===== src/rtl/regfile_sb_pkg.sv =====
// Shared register-file constants for the KGP-RISC datapath, regfile_sb and its bench.
// Pure definitions: no logic, no latency, no flow control.
package regfile_sb_pkg;

  localparam int DEF_DATA_W = 32;
  localparam int DEF_ADDR_W = 5;
  localparam int DEF_NUM_RD = 2;
  localparam int ZERO_IDX   = 0;
  localparam int TAP_IDX    = 12;

endpackage


===== src/rtl/regfile_sb_if.sv =====
// Register-file access bundle: read ports, writeback, issue reservation and debug outputs.
// Master is the datapath; slave is regfile_sb. No handshake, every strobe is accepted.
interface regfile_sb_if
  import regfile_sb_pkg::*;
#(
  parameter int DATA_W = DEF_DATA_W,
  parameter int ADDR_W = DEF_ADDR_W,
  parameter int NUM_RD = DEF_NUM_RD
);

  logic [NUM_RD*ADDR_W-1:0] rd_addr;
  logic [NUM_RD*DATA_W-1:0] rd_data;
  logic [NUM_RD-1:0]        rd_busy;
  logic                     wr_en;
  logic [ADDR_W-1:0]        wr_addr;
  logic [DATA_W-1:0]        wr_data;
  logic                     rsv_en;
  logic [ADDR_W-1:0]        rsv_addr;
  logic [DATA_W-1:0]        tap_out;
  logic                     wr_err;

  modport master (
    output rd_addr, wr_en, wr_addr, wr_data, rsv_en, rsv_addr,
    input  rd_data, rd_busy, tap_out, wr_err
  );

  modport slave (
    input  rd_addr, wr_en, wr_addr, wr_data, rsv_en, rsv_addr,
    output rd_data, rd_busy, tap_out, wr_err
  );

endinterface


===== src/rtl/regfile_sb_scoreboard.sv =====
// Pending-write scoreboard: one busy bit per register plus sticky unreserved-write error.
// Updates one cycle after the strobes; never stalls the issue or writeback stages.
module regfile_scoreboard
  import regfile_sb_pkg::*;
#(
  parameter int ADDR_W   = DEF_ADDR_W,
  parameter int ZERO_REG = 1
) (
  input  logic                   clk,
  input  logic                   rst,
  input  logic                   wrEn,
  input  logic [ADDR_W-1:0]      wrAddr,
  input  logic                   rsvEn,
  input  logic [ADDR_W-1:0]      rsvAddr,
  output logic [(1<<ADDR_W)-1:0] busy,
  output logic                   wrErr
);

  localparam logic [ADDR_W-1:0] ZERO_A = ADDR_W'(ZERO_IDX);

  logic [(1<<ADDR_W)-1:0] busyQ;
  logic                   wrErrQ;
  logic                   wrCounts;
  logic                   rsvCounts;

  assign wrCounts  = wrEn  && !(ZERO_REG != 0 && wrAddr  == ZERO_A);
  assign rsvCounts = rsvEn && !(ZERO_REG != 0 && rsvAddr == ZERO_A);

  // The reservation is applied after the clear so a same-address pair leaves the bit set.
  always_ff @(posedge clk) begin
    if (rst) begin
      busyQ  <= '0;
      wrErrQ <= 1'b0;
    end else begin
      if (wrCounts) begin
        busyQ[wrAddr] <= 1'b0;
        if (!busyQ[wrAddr]) begin
          wrErrQ <= 1'b1;
        end
      end
      if (rsvCounts) begin
        busyQ[rsvAddr] <= 1'b1;
      end
    end
  end

  assign busy  = busyQ;
  assign wrErr = wrErrQ;

endmodule


===== src/rtl/regfile_sb.sv =====
// Multi-port register file with write bypass, pending-write scoreboard and registered tap.
// Reads are zero-latency, tap_out lags a write by one cycle; no backpressure on any port.
module regfile_sb
  import regfile_sb_pkg::*;
#(
  parameter int DATA_W   = DEF_DATA_W,
  parameter int ADDR_W   = DEF_ADDR_W,
  parameter int NUM_RD   = DEF_NUM_RD,
  parameter int ZERO_REG = 1,
  parameter int BYPASS   = 1,
  parameter int TAP_REG  = TAP_IDX
) (
  input logic         clk,
  input logic         rst,
  regfile_sb_if.slave bus
);

  localparam int                DEPTH  = 1 << ADDR_W;
  localparam logic [ADDR_W-1:0] ZERO_A = ADDR_W'(ZERO_IDX);
  localparam logic [ADDR_W-1:0] TAP_A  = ADDR_W'(TAP_REG);

  if (NUM_RD < 1 || NUM_RD > 4) begin : gBadNumRd
    $error("regfile_sb: NUM_RD must be 1..4");
  end
  if (TAP_REG < 0 || TAP_REG >= DEPTH) begin : gBadTapReg
    $error("regfile_sb: TAP_REG outside the register file");
  end

  logic [DATA_W-1:0] regs [DEPTH];
  logic [DATA_W-1:0] tapQ;
  logic [DEPTH-1:0]  busyVec;
  logic              wrKeep;

  assign wrKeep = bus.wr_en && !(ZERO_REG != 0 && bus.wr_addr == ZERO_A);

  always_ff @(posedge clk) begin
    if (rst) begin
      for (int i = 0; i < DEPTH; i++) begin
        regs[i] <= '0;
      end
    end else if (wrKeep) begin
      regs[bus.wr_addr] <= bus.wr_data;
    end
  end

  // Tap sees the value the register holds after this edge, including the write landing now.
  always_ff @(posedge clk) begin
    if (rst) begin
      tapQ <= '0;
    end else if (wrKeep && bus.wr_addr == TAP_A) begin
      tapQ <= bus.wr_data;
    end else begin
      tapQ <= regs[TAP_A];
    end
  end

  assign bus.tap_out = tapQ;

  regfile_scoreboard #(
    .ADDR_W   (ADDR_W),
    .ZERO_REG (ZERO_REG)
  ) uScoreboard (
    .clk     (clk),
    .rst     (rst),
    .wrEn    (bus.wr_en),
    .wrAddr  (bus.wr_addr),
    .rsvEn   (bus.rsv_en),
    .rsvAddr (bus.rsv_addr),
    .busy    (busyVec),
    .wrErr   (bus.wr_err)
  );

  for (genvar p = 0; p < NUM_RD; p++) begin : gRd
    logic [ADDR_W-1:0] addr;
    logic              isZero;
    logic              wrHit;
    logic              rsvHit;

    assign addr   = bus.rd_addr[p*ADDR_W +: ADDR_W];
    assign isZero = (ZERO_REG != 0) && (addr == ZERO_A);
    assign wrHit  = (BYPASS != 0) && bus.wr_en && (bus.wr_addr == addr);
    assign rsvHit = bus.rsv_en && (bus.rsv_addr == addr);

    assign bus.rd_data[p*DATA_W +: DATA_W] = isZero ? '0 :
                                             wrHit  ? bus.wr_data : regs[addr];
    // A write retiring this cycle hides the busy bit unless it is being re-reserved.
    assign bus.rd_busy[p] = !isZero && !(wrHit && !rsvHit) && busyVec[addr];
  end

endmodule


===== src/flat_wrapper.sv =====
// flat-port wrapper written by rule: the top's interface ports become plain ports
module regfile_sb_flat import regfile_sb_pkg::*;
#(
  parameter int DATA_W   = DEF_DATA_W,
  parameter int ADDR_W   = DEF_ADDR_W,
  parameter int NUM_RD   = DEF_NUM_RD,
  parameter int ZERO_REG = 1,
  parameter int BYPASS   = 1,
  parameter int TAP_REG  = TAP_IDX
)
  (clk, rst, bus_rd_addr, bus_wr_en, bus_wr_addr, bus_wr_data, bus_rsv_en, bus_rsv_addr, bus_rd_data, bus_rd_busy, bus_tap_out, bus_wr_err);
  regfile_sb_if #(.DATA_W(DATA_W), .ADDR_W(ADDR_W), .NUM_RD(NUM_RD)) bus_i ();
  input logic clk;
  input logic rst;
  input wire logic [$bits(bus_i.rd_addr)-1:0] bus_rd_addr;
  input wire logic [$bits(bus_i.wr_en)-1:0] bus_wr_en;
  input wire logic [$bits(bus_i.wr_addr)-1:0] bus_wr_addr;
  input wire logic [$bits(bus_i.wr_data)-1:0] bus_wr_data;
  input wire logic [$bits(bus_i.rsv_en)-1:0] bus_rsv_en;
  input wire logic [$bits(bus_i.rsv_addr)-1:0] bus_rsv_addr;
  output wire logic [$bits(bus_i.rd_data)-1:0] bus_rd_data;
  output wire logic [$bits(bus_i.rd_busy)-1:0] bus_rd_busy;
  output wire logic [$bits(bus_i.tap_out)-1:0] bus_tap_out;
  output wire logic [$bits(bus_i.wr_err)-1:0] bus_wr_err;
  assign bus_i.rd_addr = bus_rd_addr;
  assign bus_i.wr_en = bus_wr_en;
  assign bus_i.wr_addr = bus_wr_addr;
  assign bus_i.wr_data = bus_wr_data;
  assign bus_i.rsv_en = bus_rsv_en;
  assign bus_i.rsv_addr = bus_rsv_addr;
  assign bus_rd_data = bus_i.rd_data;
  assign bus_rd_busy = bus_i.rd_busy;
  assign bus_tap_out = bus_i.tap_out;
  assign bus_wr_err = bus_i.wr_err;
  regfile_sb #(.DATA_W(DATA_W), .ADDR_W(ADDR_W), .NUM_RD(NUM_RD), .ZERO_REG(ZERO_REG), .BYPASS(BYPASS), .TAP_REG(TAP_REG)) u_core (.clk(clk), .rst(rst), .bus(bus_i));
endmodule

===== config.mk =====
export PLATFORM = sky130hd
export DESIGN_NAME = regfile_sb_flat
export DESIGN_NICKNAME = d
export VERILOG_FILES = /design/src/rtl/regfile_sb_pkg.sv /design/src/rtl/regfile_sb_if.sv /design/src/rtl/regfile_sb_scoreboard.sv /design/src/rtl/regfile_sb.sv /design/src/flat_wrapper.sv
export SDC_FILE = /design/constraint.sdc
export NUM_CORES = 2
export LEC_CHECK = 0
export BUFFER_PORTS_ARGS = -buffer_cell sky130_fd_sc_hd__buf_4
export CAP_MARGIN = 5
export CORE_MARGIN = 4
export CORE_UTILIZATION = 50
export DETAILED_ROUTE_END_ITERATION = 10
export GPL_TIMING_DRIVEN = 0
export PLACE_DENSITY = 0.64
export SYNTH_ARGS = -nofsm -noshare
export SYNTH_HDL_FRONTEND = slang
export SYNTH_SLANG_ARGS = --single-unit

===== constraint.sdc =====
create_clock -name clk -period 10.47 [get_ports clk]
set_input_delay 3.141 -clock clk [delete_from_list [all_inputs] [get_ports clk]]
set_output_delay 3.141 -clock clk [all_outputs]
set_load 0.1 [all_outputs]

=== Yosys cells after proc, flatten, opt, wreduce, memory -nomap -nowiden ===
Memories as Yosys holds them, arrays and structs flattened. A register that Yosys moved wholly into a read port is not among the register bits.
Index checks and enable logic that the tools add are counted.

* Bits in writable memories: 1024
* Word-level logic and storage cells: 70
* Memories: 1
* Bits in registers: 33

* Order comparisons: 6
* Equality and inequality tests: 4
* Muxes and demuxes: 25
* Reduce and logical (&&, ||, !) cells: 28
* Bitwise operators: 4

{| class="wikitable"
|+ Memory list
! memory !! depth !! width !! rd ports !! clocked after Yosys merged registers in !! write ports !! RTL line !! RTL
|-
| u_core.regs || 32 || 32 || 3 || 1 || 32 || regfile_sb.sv:29 || <nowiki>logic [DATA_W-1:0] regs [DEPTH];</nowiki>
|}

{| class="wikitable"
|+ Operator list
! cell !! number
|-
| $mux 32 || 8
|-
| $and 32x32->32 || 1
|-
| $not 32->32 || 1
|-
| $or 32x32->32 || 1
|-
| $reduce_or 32->1 || 1
|-
| $lt 5x6->1 const B || 4
|-
| $eq 5x5->1 || 4
|-
| $logic_not 5->1 || 4
|-
| $bmux 1 s5 || 3
|-
| $logic_and 1x1->1 || 14
|-
| $mux 1 || 11
|-
| $demux 1 s5 || 2
|-
| $ge 5x1->1 const B || 2
|-
| $logic_not 1->1 || 8
|-
| $mux 5 || 1
|-
| $reduce_and 2->1 || 1
|-
| $not 1->1 || 1
|}

=== Depth between registers and ports, before layout ===
* Depth after elaboration: 10
* Gate-level depth with buffers: 11
* Gate-level depth less buffers: 6

=== Modules after synthesis ===
A second synthesis with hierarchy kept.

* Cells, all modules: 4231
* Area, all modules: 58725.1 um^2

{| class="wikitable"
|+ By module, submodules not included
! module !! area each (um^2) !! cells an instance !! times used !! sequential area each (um^2)
|-
| regfile_sb || 57036.0 || 4023 || 1 || 31390.1
|-
| regfile_scoreboard || 1689.1 || 208 || 1 || 660.6
|}

=== Worst setup path after synthesis ===
No wires, ideal clock.

* Kind: input to output
* Start: input port bus_rd_addr[0]
* End: output port bus_rd_busy[0]
* Path slack: 0.750 ns
* Required time: 7.329 ns
* Data arrival time: 6.579 ns
* Buffers on the path: 4
* Cell stages on the path: 8
* Cells stage by stage: buf_4 -> buf_2 -> buf_4 -> buf_2 -> xor2_1 -> nor4_1 -> a31oi_1 -> a211oi_1

* Cells in the longest elaborated chain, start to end: 7
* Elaborated cells between the ends (all ways): 13

{| class="wikitable"
|+ Ends and longest elaborated chain
! item !! RTL line !! RTL
|-
| start, declared || flat_wrapper.sv:15 || <nowiki>input wire logic [$bits(bus_i.rd_addr)-1:0] bus_rd_addr;</nowiki>
|-
| branches (longest 6 deep; another with $bmux 1 s5) || -- ||
|-
| $logic_and 1x1->1 * || regfile_sb.sv:87 || <nowiki>assign bus.rd_busy[p] = !isZero && !(wrHit && !rsvHit) && busyVec[addr];</nowiki>
|-
| end, declared || flat_wrapper.sv:22 || <nowiki>output wire logic [$bits(bus_i.rd_busy)-1:0] bus_rd_busy;</nowiki>
|}

Every way passes the cells marked *. The select of a mux whose other input is x is not followed.

=== Worst setup path in the final report ===
* Start: input port bus_rd_addr[8]
* End: output port bus_rd_data[49]

* Cells in the longest elaborated chain, start to end: 4
* Elaborated cells between the ends (all ways): 6

{| class="wikitable"
|+ Ends and longest elaborated chain
! item !! RTL line !! RTL
|-
| branches (longest 3 deep; another with $mem_v2 32x32) || -- ||
|-
| $mux 32 * || regfile_sb.sv:84 || <nowiki>assign bus.rd_data[p*DATA_W +: DATA_W] = isZero ? '0 :</nowiki>
|-
| end, declared || flat_wrapper.sv:21 || <nowiki>output wire logic [$bits(bus_i.rd_data)-1:0] bus_rd_data;</nowiki>
|}

Every way passes the cells marked *.

==> flow_summary.ini <==
[sta]
fin_skew_ns = 0.0314
setup_viol = 4
fin_crit_sh = 1.02
relSlewSlack = -0.0781
rsz0062_at_grt = false
max_freq_mhz = 93.6
maxSlewViolCount = 33
final-hold-violation-count = 0
fin_ws_ns = -0.210
period_needed_ns = 10.68
tightest_slew_ns = 1.62

[drt]
wl_per_cell_um = 43.7
detail-route-antenna-nets = 0
drtPass1Iterations = 7
drt-vias-per-instance = 7.13
drt_iter0_markers = 7997
wl_mm = 267
num_vias = 43600
drc_errors = 0

[outcome]
violations = max-capacitance violations, max-slew violations, negative setup slack
status = complete, but fails checks

[layout]
finalNonFillerCells = 6113
finalInstanceArea_sq_um = 65800
drive_gt1_frac = 0.205
nets = 4541
final_common_cell = edfxtp_1
syn_to_final_growth_pct = 13.3
mostFrequentLayoutCells = edfxtp_1, and2_1, mux4_2, clkbuf_1, mux2i_1
seqCellArea_sq_um = 32100
utilization = 0.573
n_fill_cell = 9360
multi_input_area_sq_um = 24200

[place]
place_area_sq_um = 62000
place_congestion = 1.12
dp_cells = 5874
hpwlAfterDp_mm = 193
placement.io_buffers = 140

[grt]
grt_max_degree = 34
gr-total-overflow = 0
antenna_found_initial = 18
gr-usage-all-layers = 0.433
grt_pass1_vias = 41100
grt_pass1_wl_mm = 352

[min_path]
worstHoldPathType = reg2reg

[die]
rows = 124
die_width_um = 349
die_y_um = 349
core_sq_um = 115000
start_util = 0.506
num_io_pins = 155
die_area_sq_um = 122000

[yosys]
ys_warn_count = 0
synth_edf_count = 1024
synth_flop_cell = edfxtp_1
async_flop_share = 0
synth-seq-cells = 1089
ys_types = 56
synth_area_sq_um = 58100
syn-instance-count = 4151
avgSynthCellArea_sq_um = 14.0
ys_seq_area_frac = 0.552

[clocking]
clkSinkCount = 1089
post-cts-setup-buffers = 0
clk_latency_ns = 0.75
cts_tree = built
clk_pin_slew_ns = 0.07
numCtsBuffers = 117
cts.path.max_buffers = 3
root_buffer = clkbuf_16
htree_levels = 3

[critical_path]
cp_max_fo = 10
reg2reg_slack_ns = 8.94
r2r_end = u_core.uScoreboard.wrErr
worst_setup_path_start_kind = input pin
cp-startpoint = bus_rd_addr[8]
worstSetupEndpointType = output port
crit_arrival_ns = 7.54
setup.worst_path.class = in2out
cp-endpoint = bus_rd_data[49]
ff2ff_path_depth = 5
cp.required_ns = 7.33
r2r-start = u_core.uScoreboard.busy[10]

[power_and_ir_drop]
leakage_nw = 23.5
ir_worst_vdd_uv = 157
power.density_nw_per_um2 = 171
totalPowerFinal_mw = 11.2

[job]
drv_cap = 3
==> per-stage QoR <==
step	setup TNS (ns)	hold WS, ns	setup slack (ns)
after floorplan	0	0.457	0.750
after global placement	-0.00944	0.478	-0.00944
after detailed placement	0	0.487	0.126
after CTS	0	0.498	0.121
after global routing	0	0.531	0.0283
final	-0.723	0.503	-0.210
==> metal layers <==
metal  share of wire  wire [um]  track usage  vias to the layer above
met1            0.34      89900        0.543                    21900
li1                -          -            -                    16500
met3            0.15      41100        0.174                     1002
met5         0.00027         72            0                        -
met4            0.11      29700        0.363                       14
met2            0.40     107000        0.586                     4149
==> how the worst min path moves through the flow <==
stage / start / endpoint / cells past startpoint
after detailed placement: u_core.uScoreboard.busy[24] / u_core.uScoreboard.busy[24] / 2
after floorplan: u_core.regs[12][20] / u_core.bus.tap_out[20] / 1
after CTS: u_core.uScoreboard.busy[24] / u_core.uScoreboard.busy[24] / 2
after global placement: u_core.uScoreboard.busy[0] / u_core.uScoreboard.busy[0] / 1
final: u_core.uScoreboard.busy[24] / u_core.uScoreboard.busy[24] / 2
after global routing: u_core.uScoreboard.busy[0] / u_core.uScoreboard.busy[0] / 1
==> kinds of logic after synthesis <==
family / Yosys count / synth area share
flip-flops: 1089 / 0.552
AO/OA/AOI/OAI: 518 / 0.0648
AND/OR/NAND/NOR: 1372 / 0.137
buffers and inverters: 452 / 0.0351
XOR/XNOR: 20 / 0.00302
other: 1 / 0.0000646
multiplexers: 699 / 0.209
==> worst max-delay path: stages <==
cell and delay, ns:
buf_4 0.10, clkbuf_1 0.82, clkbuf_1 1.20, nand3_1 0.51
nor3_1 0.30, nor3_1 0.07, nor3_1 0.92, buf_4 0.45
==> synthesized netlist by cell type, types with 10 or more instances <==
| library cell | n | share of area |
|---|---|---|
| nor3_1 | 38 | 0.0033 |
| mux2_2 | 18 | 0.0035 |
| nand2b_1 | 17 | 0.0018 |
| a22oi_1 | 138 | 0.018 |
| a221oi_1 | 13 | 0.0020 |
| nor2_1 | 91 | 0.0059 |
| dfxtp_1 | 65 | 0.022 |
| nor2b_1 | 21 | 0.0023 |
| o221ai_1 | 35 | 0.0053 |
| buf_2 | 76 | 0.0065 |
| mux4_2 | 407 | 0.16 |
| o22ai_1 | 53 | 0.0057 |
| a21o_1 | 53 | 0.0069 |
| a211oi_1 | 42 | 0.0054 |
| a21oi_1 | 73 | 0.0063 |
| buf_1 | 14 | 0.00090 |
| inv_1 | 22 | 0.0014 |
| o21ai_0 | 25 | 0.0022 |
| buf_4 | 17 | 0.0022 |
| mux2i_1 | 274 | 0.047 |
| clkbuf_1 | 303 | 0.020 |
| nand3_1 | 24 | 0.0021 |
| and2_1 | 997 | 0.11 |
| buf_6 | 16 | 0.0031 |
| a32o_1 | 32 | 0.0055 |
| edfxtp_1 | 1024 | 0.53 |
| o211ai_1 | 10 | 0.0013 |
| xor2_1 | 16 | 0.0024 |
| nand2_1 | 150 | 0.0097 |
| a221o_1 | 12 | 0.0021 |
==> power breakdown <==
part | switching, mW | total [mW] | internal (mW)
logic | 1.42 | 2.00 | 0.574
registers | 0.128 | 5.13 | 5.00
clock network | 1.86 | 4.11 | 2.25
total | 3.41 | 11.2 | 7.83
==> flip-flops by register name, summed over array words and instances, names as in the netlist <==
register                  cells
u_core.bus.tap_out           32
u_core.regs                1024
u_core.uScoreboard.busy      32
u_core.uScoreboard.wrErr      1
==> cell type report <==
cell class	instances	area share
Buffer	430	0.0300
Timing Repair Buffer	184	0.0289
Tap cell	1512	0.0288
Clock inverter	65	0.00759
Clock buffer	157	0.0483
Multi-Input combinational cell	2641	0.367
Antenna cell	13	0.000495
Sequential cell	1089	0.487
Inverter	22	0.00126
==> what timing repair did <==
item / CTS / global route
resized for setup: 0 / 3
hold buffers: 0 / 0
endpoints found under the setup margin: 0 / 4
No activity file was read; power rests on OpenSTA's default activity.
